### src/rtl/gpio_sw_debouncer_if.sv
// Switch-side bundle of the GPIO switch debouncer: raw switch levels in,
// debounced levels and edge events out.
interface gpio_sw_debouncer_if #(
    parameter int WIDTH = 9
);
    logic [WIDTH-1:0] SW_i;
    logic [WIDTH-1:0] GPIO_o;
    logic [WIDTH-1:0] rise_o;
    logic [WIDTH-1:0] fall_o;
    logic             changed_o;

    // master: the switch/board side that drives raw levels and observes results
    modport master (
        output SW_i,
        input  GPIO_o,
        input  rise_o,
        input  fall_o,
        input  changed_o
    );

    // slave: the debouncer itself
    modport slave (
        input  SW_i,
        output GPIO_o,
        output rise_o,
        output fall_o,
        output changed_o
    );
endinterface

### src/rtl/gpio_sw_debouncer.sv
// Slide-switch conditioner for CoreMips GPIO_i: two-flop synchroniser, per-bit
// stability counter, registered debounced levels and one-cycle rise/fall events.
module gpio_sw_debouncer #(
    parameter int WIDTH         = 9,
    parameter int STABLE_CYCLES = 16
) (
    input  logic                clk,
    input  logic                rst,
    gpio_sw_debouncer_if.slave  bus
);

    localparam int CNT_W = $clog2(STABLE_CYCLES);
    localparam logic [CNT_W-1:0] CNT_MAX = CNT_W'(STABLE_CYCLES - 1);
    localparam logic [CNT_W-1:0] CNT_ONE = CNT_W'(1);

    logic [WIDTH-1:0] s1_q, s1_d;
    logic [WIDTH-1:0] s2_q, s2_d;
    logic [WIDTH-1:0] gpio_q, gpio_d;
    logic [WIDTH-1:0] rise_q, rise_d;
    logic [WIDTH-1:0] fall_q, fall_d;
    logic             changed_q, changed_d;
    logic [CNT_W-1:0] cnt_q [WIDTH];
    logic [CNT_W-1:0] cnt_d [WIDTH];
    logic [WIDTH-1:0] flip;

    always_comb begin
        // NOTE: every combinational output gets a default first so no path leaves it unassigned (no latch).
        s1_d   = bus.SW_i;
        s2_d   = s1_q;
        gpio_d = gpio_q;
        flip   = '0;
        for (int i = 0; i < WIDTH; i++) begin
            cnt_d[i] = '0;
            // An agreeing cycle drops the bit back to idle; a bounce restarts the full count.
            if (s2_q[i] != gpio_q[i]) begin
                if (cnt_q[i] == CNT_MAX) begin
                    flip[i]   = 1'b1;
                    gpio_d[i] = s2_q[i];
                end else begin
                    cnt_d[i] = cnt_q[i] + CNT_ONE;
                end
            end
        end
        rise_d    = flip & s2_q;
        fall_d    = flip & ~s2_q;
        changed_d = |flip;
    end

    always_ff @(posedge clk or posedge rst) begin
        if (rst) begin
            s1_q      <= '0;
            s2_q      <= '0;
            gpio_q    <= '0;
            rise_q    <= '0;
            fall_q    <= '0;
            changed_q <= 1'b0;
            // NOTE: the counter array is ordinary state, not RAM, so it is reset like any flop; a discarded pending count must not survive reset.
            for (int i = 0; i < WIDTH; i++) begin
                cnt_q[i] <= '0;
            end
        end else begin
            // NOTE: non-blocking assignments so every flop samples pre-edge values.
            s1_q      <= s1_d;
            s2_q      <= s2_d;
            gpio_q    <= gpio_d;
            rise_q    <= rise_d;
            fall_q    <= fall_d;
            changed_q <= changed_d;
            for (int i = 0; i < WIDTH; i++) begin
                cnt_q[i] <= cnt_d[i];
            end
        end
    end

    assign bus.GPIO_o    = gpio_q;
    assign bus.rise_o    = rise_q;
    assign bus.fall_o    = fall_q;
    assign bus.changed_o = changed_q;

endmodule

### src/flat_wrapper.sv
// flat-port wrapper written by rule: the top's interface ports become plain ports
module gpio_sw_debouncer_flat 
#(
    parameter int WIDTH         = 9,
    parameter int STABLE_CYCLES = 16
)
  (clk, rst, bus_SW_i, bus_GPIO_o, bus_rise_o, bus_fall_o, bus_changed_o);
  gpio_sw_debouncer_if #(.WIDTH(WIDTH)) bus_i ();
  input  logic clk;
  input  logic rst;
  input wire logic [$bits(bus_i.SW_i)-1:0] bus_SW_i;
  output wire logic [$bits(bus_i.GPIO_o)-1:0] bus_GPIO_o;
  output wire logic [$bits(bus_i.rise_o)-1:0] bus_rise_o;
  output wire logic [$bits(bus_i.fall_o)-1:0] bus_fall_o;
  output wire logic [$bits(bus_i.changed_o)-1:0] bus_changed_o;
  assign bus_i.SW_i = bus_SW_i;
  assign bus_GPIO_o = bus_i.GPIO_o;
  assign bus_rise_o = bus_i.rise_o;
  assign bus_fall_o = bus_i.fall_o;
  assign bus_changed_o = bus_i.changed_o;
  gpio_sw_debouncer #(.WIDTH(WIDTH), .STABLE_CYCLES(STABLE_CYCLES)) u_core (.clk(clk), .rst(rst), .bus(bus_i));
endmodule
### config.mk
export PLATFORM = sky130hd
export DESIGN_NAME = gpio_sw_debouncer_flat
export DESIGN_NICKNAME = d
export VERILOG_FILES = /design/src/rtl/gpio_sw_debouncer_if.sv /design/src/rtl/gpio_sw_debouncer.sv /design/src/flat_wrapper.sv
export SDC_FILE = /design/constraint.sdc
export NUM_CORES = 1
export LEC_CHECK = 0
export CAP_MARGIN = 20
export CELL_PAD_IN_SITES_DETAIL_PLACEMENT = 0
export CELL_PAD_IN_SITES_GLOBAL_PLACEMENT = 2
export CORE_UTILIZATION = 38
export DETAILED_ROUTE_END_ITERATION = 10
export PLACE_DENSITY = 0.87
export SYNTH_ARGS = -nofsm -noshare
export SYNTH_HDL_FRONTEND = slang
export SYNTH_SLANG_ARGS = --single-unit
### constraint.sdc
create_clock -name clk -period 3.2 [get_ports clk]
set_clock_uncertainty 0.2 [all_clocks]
set_input_delay 0.48 -clock clk [delete_from_list [all_inputs] [get_ports clk]]
set_output_delay 0.48 -clock clk [all_outputs]
set_load 0.02 [all_outputs]
==> run_results.csv <==
group,metric,value,unit
floorplan,io_pins,39,
layout,stdcell_count,383,
critical_path,slowest_stage,"clkdlybuf4s50_1",
route,drc,0,
power_and_ir_drop,leakagePower,0.001672,uW
clock_tree,cts-root-buf,"clkbuf_8",
route,firstDrtPassIters,4,
floorplan,coreArea,7807,um2
power_and_ir_drop,peakVddDrop,279.1,uV
critical_path,path_delay_family,"buffers and inverters",
placement,dp.cells,368,
grt,grt_overflow_total,0,
logic_synthesis,synth_nets,245,
route,ant_nets,0,
logic_synthesis,synth_top_family_by_area,"simple AND/OR/NAND/NOR gates",
run,cap_violations,0,
logic_synthesis,synthAdderAreaFrac,3.619,%
power_and_ir_drop,cellPowerDensity,505.3,nW/um2
clock_tree,cts_setup_buffers,0,
route,viasPerCell,4.979,
layout,fin_util,49.05,%
layout,fin_nets,297,
clock_tree,cts_hold_buffers,0,
clock_tree,cts.reportedPaths.clkPinSlew,0.08,ns
clock_tree,cts.sinks,82,
sta,tightestPinTransition,0.9117,ns
critical_path,cp_num_buf_inv,1,
critical_path,worstPathRequired,2.52,ns
route,routed-via-count,1907,
sta,setup_violations,0,
logic_synthesis,synthXorXnorAreaFrac,6.634,%
grt,grt_pass1_wl,8645,um
layout,synthToLayoutAreaGrowth,23.08,%
floorplan,rows,32,
sta,finalCriticalPeriod,2.119,ns
logic_synthesis,yosysWarnings,0,
sta,rsz0062_at_grt,"false",
clock_tree,htree_num_levels,3,
floorplan,die_h,92.49,um
critical_path,end_kind,"output port",
logic_synthesis,synth_top_area_share,65.94,%
layout,drive_above_1_share,8.541,%
logic_synthesis,syn_area_per_cell,13.83,um2
grt,grt.total_usage,13.17,%
critical_path,path_class,"flop to output port",
sta,timing_hold_violations_final,0,
layout,diodes,0,
critical_path,startpoint_type,"flop",
clock_tree,cts_inserted_buffers,9,
sta,max_clock_freq,471.9,MHz
floorplan,die_w,92.49,um
clock_tree,ctsResizeCount,0,
placement,numPortBuffers,38,
route,routed_wl,5124,um
grt,grt_pass1_vias,1958,
layout,fillers,707,
sta,relSlewSlack,39.22,%
placement,dp_hpwl,3518,um
critical_path,worstPathCellList,"clkdlybuf4s50_1",
route,detail_route.iter0.violations,45,
logic_synthesis,syn_area,3112,um2
layout,multi_input_area,1033,um2
floorplan,initial_core_util,39.86,%
critical_path,critPathMaxStageDelay,0.65,ns
logic_synthesis,synthSimpleGateAreaFrac,12.38,%
logic_synthesis,synth_compound_area_share,7.680,%
clock_tree,clk-insertion-delay-late,0.34,ns
grt,grt_antenna_before_repair,0,
logic_synthesis,synth_area_leader_cell,"dfrtp_1",
clock_tree,clock_path_buffers,2,
floorplan,dieArea,8554,um2
sta,slew_viol_final,0,
critical_path,arrival,1.44,ns
logic_synthesis,synthCells,225,
logic_synthesis,ys_seq_area_share,65.94,%
clock_tree,tritoncts,"built",
sta,finalSetupTns,0,ns
sta,hold_ws,0.1522,ns
logic_synthesis,synth-seq-cells,82,
min_path,worstHoldPathType,"flop to flop",
logic_synthesis,synth.distinct_cells,27,
logic_synthesis,yosys-top-cells-area,"dfrtp_1, xnor2_1, nor3b_1, ha_1, a311oi_1",
grt,grt_max_degree,55,
status,status,"complete, no violations",
placement,gp_congestion,0.7618,
route,post_drt_wl_per_cell,13.38,um
logic_synthesis,synth_mux_area_share,2.895,%
critical_path,cp_max_fo,6,
sta,post-route-period-util,66.22,%
layout,ff_latch_area,2052,um2
placed cells by master (no fill, tap or decap):
cell type         n
a21oi_1          12
o21ai_0           3
clkinvlp_4        1
clkdlybuf4s50_1  38
mux2_2            3
clkbuf_8         10
clkbuf_1          3
nor2_1            9
xor2_1            3
ha_1              9
a31oi_1           3
nor2b_1           6
xnor2_2           3
o21ai_1           3
and3_4            2
nand3_1           9
and2_1            3
a21o_1            3
or4b_1            1
xnor2_1          15
and3_1            1
mux2_1            5
inv_1             6
nand4b_1          6
a222oi_1          1
a311oi_1          9
nand2_1           3
o22ai_1           3
nor3_1            4
bufinv_16         1
clkinv_2          1
buf_4             3
dfrtp_1          82
nor3b_1          17
layer usage:
| layer | wire, um | part of all wire [%] | up-vias | track usage, % |
|---|---|---|---|---|
| li1 | - | - | 912 | - |
| met1 | 2375 | 46 | 948 | 16.10 |
| met2 | 2433 | 47 | 43 | 20.86 |
| met3 | 267 | 5.2 | 4 | 5.583 |
| met4 | 47 | 0.92 | 0 | 4.557 |
| met5 | 0 | 0 | - | 0 |
worst reg2reg max path, cell delays in order, from the launching register on:
cell	delay, ns
dfrtp_1	0.41
ha_1	0.26
and3_4	0.20
a222oi_1	0.33
or4b_1	0.46
through the flow:
step | area (um2) | power (uW) | setup slack [ns]
after floorplan | 3112 | 1201 | 0.4116
after global placement | 3643 | 1239 | 1.279
after detailed placement | 3643 | 1243 | 1.220
after CTS | 3830 | 1965 | 1.048
after global routing | 3830 | 2032 | 1.001
final | 3830 | 1935 | 1.081
Yosys cell counts:
library cell  count
a21o_1            3
inv_1             7
o21ai_1           3
and3_4            2
nor3_1            4
nor2_1            9
nor2b_1           6
nand3_1           9
and3_1            1
a222oi_1          1
nand2_1           3
and2_1            3
xnor2_1          15
o22ai_1           3
xor2_1            3
o21ai_0           3
mux2_2            3
a311oi_1          9
ha_1              9
nor3b_1          17
a21oi_1          12
nand4b_1          6
xnor2_2           3
mux2_1            5
dfrtp_1          82
or4b_1            1
a31oi_1           3
registers in the layout, indices dropped and copies added (netlist names):
register,count
u_core.bus.GPIO_o,9
u_core.s2_q,9
u_core.bus.changed_o,1
u_core.bus.rise_o,9
u_core.s1_q,9
u_core.cnt_q,36
u_core.bus.fall_o,9
cell families (layout without fill, tap and decap cells):
group | Yosys count | count (layout)
mux | 8 | 8
compound gates | 37 | 37
flops | 82 | 82
xor+xnor | 21 | 21
buf+inv | 7 | 63
fa+ha+maj | 9 | 9
simple gates | 61 | 61
path summary, 6_finish.rpt:
check	endpoint	slack, ns	depth (start not counted)	start
hold reg to reg	u_core.s2_q[5]	0.15	0	u_core.s1_q[5]
min in group asynchronous	u_core.bus.rise_o[6]	0.43	2	rst
hold / removal	u_core.s2_q[5]	0.15	0	u_core.s1_q[5]
setup reg to reg	u_core.bus.changed_o	1.22	4	u_core.cnt_q[32]
setup / recovery	bus_GPIO_o[8]	1.08	1	u_core.bus.GPIO_o[8]
max in group asynchronous	u_core.cnt_q[15]	1.67	3	rst
cell type report:
cell class                      instances  share of cell area [%]
Clock buffer                           13                   3.888
Clock inverter                          2                  0.9801
Inverter                                7                  0.7187
Multi-Input combinational cell        136                   26.98
Sequential cell                        82                   53.58
Tap cell                              102                   3.332
Timing Repair Buffer                   41                   10.52
where the power goes:
| part | leakage, uW | internal [uW] | switching [uW] |
|---|---|---|---|
| registers | 0.00108 | 1070 | 39.2 |
| clock network | 0.0000897 | 379 | 335 |
| logic | 0.000501 | 53.0 | 54.2 |
Note: power is estimated with default switching activity, not from simulation.
